[src/rtl/alu_sequencer_if.sv]
// alu_sequencer_if: issue/retire handshakes plus the ALU operand/result bus
interface alu_sequencer_if #(
    parameter int DATA_WIDTH    = 32,
    parameter int OPCODE_LENGTH = 4
);
    logic                     in_valid;
    logic                     in_ready;
    logic [31:0]              instr;
    logic [DATA_WIDTH-1:0]    rs1_data;
    logic [DATA_WIDTH-1:0]    rs2_data;
    logic [DATA_WIDTH-1:0]    imm;
    logic [DATA_WIDTH-1:0]    SrcA;
    logic [DATA_WIDTH-1:0]    SrcB;
    logic [OPCODE_LENGTH-1:0] Operation;
    logic [DATA_WIDTH-1:0]    ALUResult;
    logic                     out_valid;
    logic                     out_ready;
    logic [DATA_WIDTH-1:0]    out_result;
    logic                     out_branch_taken;
    logic                     out_illegal;

    modport slave (
        input  in_valid, instr, rs1_data, rs2_data, imm, ALUResult, out_ready,
        output in_ready, SrcA, SrcB, Operation, out_valid, out_result, out_branch_taken, out_illegal
    );

    modport master (
        output in_valid, instr, rs1_data, rs2_data, imm, ALUResult, out_ready,
        input  in_ready, SrcA, SrcB, Operation, out_valid, out_result, out_branch_taken, out_illegal
    );
endinterface

[src/rtl/alu_sequencer.sv]
// alu_sequencer: decodes one RV32I instruction, drives the ALU and holds its result for the consumer
module alu_sequencer #(
    parameter int DATA_WIDTH    = 32,
    parameter int OPCODE_LENGTH = 4
) (
    input logic           clk,
    input logic           reset,
    alu_sequencer_if.slave bus
);
    typedef enum logic [1:0] {IDLE, EXEC, RESP} state_t;

    state_t                   r_state;
    state_t                   w_next;
    logic [6:0]               w_opc;
    logic [2:0]               w_f3;
    logic [6:0]               w_f7;
    logic                     w_f7_zero;
    logic                     w_f7_alt;
    logic [OPCODE_LENGTH-1:0] w_op;
    logic                     w_legal;
    logic                     w_use_rs2;
    logic                     w_shift;
    logic                     w_is_branch;
    logic [DATA_WIDTH-1:0]    w_sel;
    logic [DATA_WIDTH-1:0]    w_srcb;
    logic [DATA_WIDTH-1:0]    r_srca;
    logic [DATA_WIDTH-1:0]    r_srcb;
    logic [DATA_WIDTH-1:0]    r_result;
    logic [OPCODE_LENGTH-1:0] r_op;
    logic                     r_branch;
    logic                     r_taken;
    logic                     r_illegal;

    assign w_opc     = bus.instr[6:0];
    assign w_f3      = bus.instr[14:12];
    assign w_f7      = bus.instr[31:25];
    assign w_f7_zero = w_f7 == 7'b0000000;
    assign w_f7_alt  = w_f7 == 7'b0100000;
    assign w_sel     = w_use_rs2 ? bus.rs2_data : bus.imm;
    assign w_srcb    = w_shift ? {{(DATA_WIDTH-5){1'b0}}, w_sel[4:0]} : w_sel;

    // instruction decode: ALU operation, legality and operand B source
    always_comb begin
        w_op        = 4'b0010;
        w_legal     = 1'b0;
        w_use_rs2   = 1'b0;
        w_shift     = 1'b0;
        w_is_branch = 1'b0;
        case (w_opc)
            7'b0110011: begin
                w_use_rs2 = 1'b1;
                case (w_f3)
                    3'b000: begin w_op = w_f7_alt ? 4'b0110 : 4'b0010; w_legal = w_f7_zero | w_f7_alt; end
                    3'b001: begin w_op = 4'b1001; w_legal = w_f7_zero; w_shift = 1'b1; end
                    3'b010: begin w_op = 4'b0111; w_legal = w_f7_zero; end
                    3'b100: begin w_op = 4'b0101; w_legal = w_f7_zero; end
                    3'b101: begin w_op = w_f7_alt ? 4'b0100 : 4'b1101; w_legal = w_f7_zero | w_f7_alt; w_shift = 1'b1; end
                    3'b110: begin w_op = 4'b0001; w_legal = w_f7_zero; end
                    3'b111: begin w_op = 4'b0000; w_legal = w_f7_zero; end
                    default: ;
                endcase
            end
            7'b0010011: begin
                case (w_f3)
                    3'b000: begin w_op = 4'b1100; w_legal = 1'b1; end
                    3'b001: begin w_op = 4'b1001; w_legal = w_f7_zero; w_shift = 1'b1; end
                    3'b010: begin w_op = 4'b0011; w_legal = 1'b1; end
                    3'b100: begin w_op = 4'b0101; w_legal = 1'b1; end
                    3'b101: begin w_op = w_f7_alt ? 4'b0100 : 4'b1101; w_legal = w_f7_zero | w_f7_alt; w_shift = 1'b1; end
                    3'b110: begin w_op = 4'b0001; w_legal = 1'b1; end
                    3'b111: begin w_op = 4'b0000; w_legal = 1'b1; end
                    default: ;
                endcase
            end
            7'b1100011: begin
                w_use_rs2   = 1'b1;
                w_is_branch = 1'b1;
                case (w_f3)
                    3'b000: begin w_op = 4'b1000; w_legal = 1'b1; end
                    3'b001: begin w_op = 4'b1110; w_legal = 1'b1; end
                    3'b100: begin w_op = 4'b1010; w_legal = 1'b1; end
                    3'b101: begin w_op = 4'b1011; w_legal = 1'b1; end
                    default: ;
                endcase
            end
            7'b0110111: begin w_op = 4'b1111; w_legal = 1'b1; end
            7'b0000011, 7'b0100011: w_legal = 1'b1;
            default: ;
        endcase
    end

    // state register; an illegal instruction skips EXEC and responds directly
    always_ff @(posedge clk) begin
        if (!reset) r_state <= IDLE;
        else        r_state <= w_next;
    end

    // next-state logic
    always_comb begin
        w_next = r_state;
        case (r_state)
            IDLE:    w_next = bus.in_valid ? (w_legal ? EXEC : RESP) : IDLE;
            EXEC:    w_next = RESP;
            RESP:    w_next = bus.out_ready ? IDLE : RESP;
            default: w_next = IDLE;
        endcase
    end

    // ALU inputs load on legal accept; result and flags load on EXEC or illegal accept and hold through RESP
    always_ff @(posedge clk) begin
        if (!reset) begin
            r_srca    <= '0;
            r_srcb    <= '0;
            r_op      <= '0;
            r_result  <= '0;
            r_branch  <= 1'b0;
            r_taken   <= 1'b0;
            r_illegal <= 1'b0;
        end else if (r_state == IDLE && bus.in_valid) begin
            if (w_legal) begin
                r_srca    <= bus.rs1_data;
                r_srcb    <= w_srcb;
                r_op      <= w_op;
                r_branch  <= w_is_branch;
                r_taken   <= 1'b0;
                r_illegal <= 1'b0;
            end else begin
                r_result  <= '0;
                r_taken   <= 1'b0;
                r_illegal <= 1'b1;
            end
        end else if (r_state == EXEC) begin
            r_result <= bus.ALUResult;
            r_taken  <= r_branch & bus.ALUResult[0];
        end
    end

    assign bus.in_ready         = (r_state == IDLE) && reset;
    assign bus.out_valid        = r_state == RESP;
    assign bus.SrcA             = r_srca;
    assign bus.SrcB             = r_srcb;
    assign bus.Operation        = r_op;
    assign bus.out_result       = r_result;
    assign bus.out_branch_taken = r_taken;
    assign bus.out_illegal      = r_illegal;
endmodule

[src/flat_wrapper.sv]
// flat-port wrapper written by rule: the top's interface ports become plain ports
module alu_sequencer_flat 
#(
    parameter int DATA_WIDTH    = 32,
    parameter int OPCODE_LENGTH = 4
)
  (clk, reset, bus_in_valid, bus_instr, bus_rs1_data, bus_rs2_data, bus_imm, bus_ALUResult, bus_out_ready, bus_in_ready, bus_SrcA, bus_SrcB, bus_Operation, bus_out_valid, bus_out_result, bus_out_branch_taken, bus_out_illegal);
  alu_sequencer_if #(.DATA_WIDTH(DATA_WIDTH), .OPCODE_LENGTH(OPCODE_LENGTH)) bus_i ();
  input logic clk;
  input logic reset;
  input wire logic [$bits(bus_i.in_valid)-1:0] bus_in_valid;
  input wire logic [$bits(bus_i.instr)-1:0] bus_instr;
  input wire logic [$bits(bus_i.rs1_data)-1:0] bus_rs1_data;
  input wire logic [$bits(bus_i.rs2_data)-1:0] bus_rs2_data;
  input wire logic [$bits(bus_i.imm)-1:0] bus_imm;
  input wire logic [$bits(bus_i.ALUResult)-1:0] bus_ALUResult;
  input wire logic [$bits(bus_i.out_ready)-1:0] bus_out_ready;
  output wire logic [$bits(bus_i.in_ready)-1:0] bus_in_ready;
  output wire logic [$bits(bus_i.SrcA)-1:0] bus_SrcA;
  output wire logic [$bits(bus_i.SrcB)-1:0] bus_SrcB;
  output wire logic [$bits(bus_i.Operation)-1:0] bus_Operation;
  output wire logic [$bits(bus_i.out_valid)-1:0] bus_out_valid;
  output wire logic [$bits(bus_i.out_result)-1:0] bus_out_result;
  output wire logic [$bits(bus_i.out_branch_taken)-1:0] bus_out_branch_taken;
  output wire logic [$bits(bus_i.out_illegal)-1:0] bus_out_illegal;
  assign bus_i.in_valid = bus_in_valid;
  assign bus_i.instr = bus_instr;
  assign bus_i.rs1_data = bus_rs1_data;
  assign bus_i.rs2_data = bus_rs2_data;
  assign bus_i.imm = bus_imm;
  assign bus_i.ALUResult = bus_ALUResult;
  assign bus_i.out_ready = bus_out_ready;
  assign bus_in_ready = bus_i.in_ready;
  assign bus_SrcA = bus_i.SrcA;
  assign bus_SrcB = bus_i.SrcB;
  assign bus_Operation = bus_i.Operation;
  assign bus_out_valid = bus_i.out_valid;
  assign bus_out_result = bus_i.out_result;
  assign bus_out_branch_taken = bus_i.out_branch_taken;
  assign bus_out_illegal = bus_i.out_illegal;
  alu_sequencer #(.DATA_WIDTH(DATA_WIDTH), .OPCODE_LENGTH(OPCODE_LENGTH)) u_core (.clk(clk), .reset(reset), .bus(bus_i));
endmodule
[config.mk]
export PLATFORM = sky130hd
export DESIGN_NAME = alu_sequencer_flat
export DESIGN_NICKNAME = d
export VERILOG_FILES = /design/src/rtl/alu_sequencer_if.sv /design/src/rtl/alu_sequencer.sv /design/src/flat_wrapper.sv
export SDC_FILE = /design/constraint.sdc
export NUM_CORES = 1
export LEC_CHECK = 0
export ABC_CLOCK_PERIOD_IN_PS = 2630
export BUFFER_PORTS_ARGS = -buffer_cell sky130_fd_sc_hd__buf_2
export CAP_MARGIN = 20
export CORE_AREA = 2 2 103 105
export CTS_BUF_LIST = sky130_fd_sc_hd__clkbuf_8
export DETAILED_ROUTE_END_ITERATION = 10
export DIE_AREA = 0 0 105 107
export PLACE_DENSITY = 0.8
export SYNTH_ARGS = -nofsm -noshare
export SYNTH_HDL_FRONTEND = slang
export SYNTH_SLANG_ARGS = --single-unit
[constraint.sdc]
create_clock -name clk -period 2.63 [get_ports clk]
set_input_delay 0.263 -clock clk [delete_from_list [all_inputs] [get_ports clk]]
set_output_delay 0.263 -clock clk [all_outputs]
set_load 0.005 [all_outputs]
== Yosys cells after proc, flatten, opt, wreduce, memory -nomap -nowiden ==
Cells that the tools add are included.

* Memories kept: 0
* Bits in latches: 0
* Memory bits (read-only): 0
* Logic and storage cells: 68
* Memory bits (writable): 0
* Input bits: 164
* Output and inout bits: 104
* Bits in registers: 105

* Equal/unequal tests: 16
* Shifts and indexed selects: 0
* Reduce and logical (&&, ||, !) cells: 17
* $mul: 0
* Mux-type cells: 24
* Div/mod/pow operators: 0
* Bitwise operators: 3
* $lt $le $gt $ge: 0
* Add/sub/neg operators: 0

{| class="wikitable"
|+ Operators with widths
! cell !! count
|-
| $mux W32 || 5
|-
| $pmux W4 S7 || 2
|-
| $pmux W4 S4 || 2
|-
| $eq A7 B6 Y1 const B || 4
|-
| $eq A3 B3 Y1 const B || 4
|-
| $reduce_or A2 Y1 || 5
|-
| $reduce_or A5 Y1 || 2
|-
| $eq A7 B2 Y1 const B || 1
|-
| $eq A7 B5 Y1 const B || 1
|-
| $eq A7 B7 Y1 const B || 1
|-
| $logic_not A7 Y1 || 1
|-
| $mux W1 || 6
|-
| $mux W2 || 3
|-
| $pmux W2 S3 || 1
|-
| $mux W4 || 1
|-
| $pmux W1 S4 || 1
|-
| $reduce_and A2 Y1 || 2
|-
| $reduce_or A4 Y1 || 1
|-
| $eq A3 B1 Y1 const B || 1
|-
| $eq A3 B2 Y1 const B || 1
|-
| $logic_not A3 Y1 || 1
|-
| $mux W3 || 1
|-
| $pmux W1 S3 || 1
|-
| $reduce_or A3 Y1 || 1
|-
| other kinds (10) || 11
|}

== Longest topological paths before layout ==
* Depth after elaboration: 7
* Gate-level depth with buffers: 10
* Gate-level depth less buffers: 5

== Least setup slack after synthesis ==
Ideal clock, no wire load.

* Kind: input -> register
* From: in bus_instr[0]
* To: reg u_core.r_srcb[4] (netlist: u_core.bus.SrcB[4])
* Arrival: 1.825 ns
* Slack: 0.731 ns
* Setup time: 0.074 ns
* Path buffers: 5
* Cell stages on the path: 10
* Required time: 2.556 ns
* Path through: nor4bb_1 > buf_2 > and2_1 > buf_2 > and3_1 > buf_2 > a211oi_2 > buf_4 > buf_6 > o2bb2ai_1

* Cells in the longest elaborated chain, start to end: 5
* Elaborated cells on any way between the ends: 13
* Classes of those cells: 6 x eq/ne; 4 x mux; 3 x reduce/logical

{| class="wikitable"
|+ Ends and longest elaborated chain
! element !! RTL line !! RTL
|-
| start, declared || flat_wrapper.sv:12 || <nowiki>input wire logic [$bits(bus_i.instr)-1:0] bus_instr;</nowiki>
|-
| $eq A7 B6 Y1 or $eq A7 B7 Y1 (tied branches) || alu_sequencer.sv:49 || <nowiki>case (w_opc)</nowiki>
|-
| $reduce_or A2 Y1 (no line) || n/a ||
|-
| $mux W1 || alu_sequencer.sv:49 ||
|-
| $mux W32 || alu_sequencer.sv:39 || <nowiki>assign w_sel = w_use_rs2 ? bus.rs2_data : bus.imm;</nowiki>
|-
| $mux W32 || alu_sequencer.sv:40 || <nowiki>assign w_srcb = w_shift ? {{(DATA_WIDTH-5){1'b0}}, w_sel[4:0]} : w_sel;</nowiki>
|-
| end signal, assigned || alu_sequencer.sv:122 || <nowiki>r_srcb <= w_srcb;</nowiki>
|-
| end, declared || alu_sequencer.sv:27 || <nowiki>logic [DATA_WIDTH-1:0] r_srcb;</nowiki>
|}

Several ways; a longest one is shown, not always the timed one.
A chain may end at the register's enable or synchronous reset.

== Worst setup path in the final report ==
* From: reg u_core.r_state[0]
* To: reg u_core.r_srcb[18] (netlist: u_core.bus.SrcB[18])

* Cells in the longest elaborated chain, start to end: 3

{| class="wikitable"
|+ Ends and longest elaborated chain
! element !! RTL line !! RTL
|-
| start, declared || alu_sequencer.sv:12 || <nowiki>state_t r_state;</nowiki>
|-
| start signal, assigned || alu_sequencer.sv:95 || <nowiki>else r_state <= w_next;</nowiki>
|-
| $logic_not A2 Y1 || alu_sequencer.sv:119 || <nowiki>end else if (r_state == IDLE && bus.in_valid) begin</nowiki>
|-
| $logic_and A1 B1 Y1 || alu_sequencer.sv:119 ||
|-
| $reduce_and A2 Y1 (no line) || n/a ||
|}

No other way between the ends.

==> flow_metrics.py <==
metrics = {
    "outcome": {
        "outcome": "complete, no violations",
    },
    "timing": {
        "hold_ws_ns": 0.09854,
        "min_period_over_period_pct": 91.99,
        "tightest_slew_ns": 1.174,
        "fmax_mhz": 413.4,
        "finalSetupViolCount": 0,
        "rsz0062_at_grt": "false",
        "worst_slack_ns": 0.2108,
        "final.setup.tns_ns": 0,
        "maxSlewViolCount": 0,
        "slew_headroom_pct": 21.73,
        "hold_violations": 0,
        "clock_skew_ns": 0.01564,
        "period_needed_ns": 2.419,
    },
    "worst_setup_path": {
        "critical_path_class": "reg -> reg",
        "crit_family": "compound AO/OA/AOI/OAI gates",
        "critPathMaxStageDelay_ns": 0.88,
        "critPathLaunchType": "flop",
        "critPathCaptureType": "flop",
        "path_max_fanout": 38,
        "crit_chain": "buf_4 -> nand4bb_1 -> a31o_2 -> nor3_1 -> a22oi_2 -> o2bb2ai_1",
        "regToRegStartpoint": "u_core.r_state[0]",
        "r2r_cells": 6,
        "worst-path-buf-inv": 1,
        "timing.rr.end": "u_core.bus.SrcB[18]",
        "required_ns": 2.82,
        "rrSetupSlack_ns": 0.21,
        "cp.arrival_ns": 2.61,
        "worst_path_max_delay_cell": "a22oi_2",
        "cp.depth": 6,
    },
    "placed_design": {
        "pre_cts_ws_ns": 0.07126,
        "dpl_cell_area_sq_mm": 0.005736,
        "hpwl_microns": 9797,
        "port_buffers": 252,
        "placed_cells": 790,
        "place.gp.congestion": 0.8056,
    },
    "final_layout": {
        "fin_nets": 829,
        "final_cells": 808,
        "utilization_pct": 58.81,
        "area_growth_syn_to_layout_pct": 37.19,
        "design_area_sq_mm": 0.005936,
        "layout-drive-gt1-share_pct": 43.28,
    },
    "logic_synthesis": {
        "syn_inst": 425,
        "synth_edf_count": 0,
        "synth_nets": 589,
        "async_reset_ff_share_pct": 0,
        "synth_warnings": 0,
        "synthFlopType": "dfxtp_1",
        "synth_cell_types": 48,
        "ys_seq_area_share_pct": 48.58,
        "synth-seq-cells": 105,
        "syn-cell-area_sq_mm": 0.004327,
        "syn_area_per_cell_sq_um": 10.18,
    },
    "clocking": {
        "clk_latency_ns": 0.37,
        "clk_path_buf_depth": 2,
        "numCtsBuffers": 9,
        "postCtsSetupBuffers": 0,
        "cts_max_level": 3,
        "cts_tree": "yes",
        "root_buffer": "clkbuf_8",
        "path_clk_slew_ns": 0.10,
        "hold_buffers": 0,
        "cts_resized": 0,
        "cts.sinks": 105,
    },
    "die": {
        "die_w_microns": 105,
        "die_h_microns": 107,
        "io-pin-count": 268,
        "initial_core_util_pct": 42.87,
        "dieArea_sq_mm": 0.01124,
        "core_area_sq_mm": 0.01009,
        "row_count": 37,
    },
    "grt": {
        "overflow": 0,
        "grt.total_usage_pct": 22.44,
        "antenna_found_initial": 2,
        "grt_pass1_wl_microns": 20360,
        "grt_start_max_net_pins": 39,
        "grt_pass1_vias": 4199,
    },
    "route": {
        "vias": 4389,
        "drc": 0,
        "postRouteWirelength_microns": 13250,
        "wl_per_cell_microns": 16.39,
        "dr.pass1.iters": 4,
        "postRouteAntennaNets": 0,
        "first_iter_violations": 270,
        "avgViaCountPerCell": 5.432,
    },
    "min_path": {
        "hp-class": "in -> reg",
        "hp-start": "bus_rs1_data[12]",
        "min_to": "u_core.bus.SrcA[12]",
        "hold_depth": 2,
    },
    "pwr": {
        "total_power_mw": 2.901,
        "leakagePower_nw": 2.920,
        "powerDensity_mw_per_mm2": 488.7,
        "peakVddDrop_mv": 0.2212,
    },
    "job": {
        "max_cap_violations": 0,
    },
}
==> registers in the layout, summed over array words and instances, names as in the netlist <==
signal / count
u_core.bus.out_branch_taken: 1
u_core.bus.out_illegal: 1
u_core.r_branch: 1
u_core.bus.out_result: 32
u_core.r_state: 2
u_core.bus.SrcB: 32
u_core.bus.SrcA: 32
u_core.bus.Operation: 4
==> layout make-up <==
type | count | area (sq um)
inverter | 2 | 7.507
clock inverter | 7 | 71.32
sequential | 105 | 2102
fill | 901 | 4156
clock buffer | 9 | 123.9
tap | 136 | 170.2
timing repair buffer | 269 | 1414
multi-input combinational | 278 | 2042
antenna | 2 | 5.005
==> power breakdown <==
part | switching, mW | total (mW) | internal [mW] | leakage [nW]
combinational | 0.165 | 0.314 | 0.149 | 1.98
clock | 0.543 | 0.983 | 0.440 | 0.0970
sequential | 0.00510 | 1.60 | 1.60 | 0.846
==> cell families after synthesis <==
family / Yosys count / synth area share, %
AO/OA/AOI/OAI: 203 / 33.69
flip-flops: 105 / 48.58
AND/OR/NAND/NOR: 43 / 5.697
buffers and inverters: 42 / 4.627
multiplexers: 32 / 7.403
==> cell usage in the layout, fill, tap and decap left out, drive strengths merged, types with 7 or more instances in the layout <==
master / netlist / final
o21ai: 7 / 7
o2bb2ai: 36 / 36
nor3: 7 / 7
a211oi: 36 / 36
nor2b: 10 / 10
buf: 22 / 269
dfxtp: 105 / 105
mux2i: 32 / 32
a21oi: 68 / 68
a22o: 34 / 34
clkbuf: 18 / 9
==> routing by layer <==
layer	track usage, %	wire length (microns)
met1	25.79	5280
met2	39.47	6592
met4	7.619	193
met3	7.052	1180
met5	0	0
==> Yosys cell counts, drive strengths merged (2+ instances only) <==
master   instances  area, sq um
nor2             5        18.77
a211oi          36        280.3
o211ai           2        15.01
o211a            2        20.02
a32oi            2        17.52
o2bb2ai         36        315.3
a22o            34        297.8
a22oi            2        20.02
o21ai            7        35.03
inv              2        7.510
dfxtp          105         2102
mux2i           32        320.3
a21o             2        15.01
and2             4        25.02
a21oi           68        340.3
nor2b           10        62.56
nand2            6        22.52
nor3             7        35.03
buf             22        125.1
clkbuf          18        67.56
==> worst register-to-register path: stages (launching register included) <==
cell,delay [ns]
dfxtp_1,0.35
buf_4,0.37
nand4bb_1,0.25
a31o_2,0.12
nor3_1,0.04
a22oi_2,0.88
o2bb2ai_1,0.24
==> how the worst max path moves through the flow <==
stage	slack [ns]	startpoint	to
2_1_floorplan	0.73	bus_instr[0]	u_core.bus.SrcB[4]
3_3_place_gp	0.19	bus_instr[14]	u_core.bus.SrcB[4]
3_5_place_dp	0.07	bus_instr[12]	u_core.bus.SrcB[18]
4_1_cts	0.19	u_core.r_state[1]	u_core.bus.SrcB[18]
5_1_grt	0.08	u_core.r_state[1]	u_core.bus.SrcB[18]
6_report	0.21	u_core.r_state[0]	u_core.bus.SrcB[18]
No activity file was read; power rests on OpenSTA's default activity.
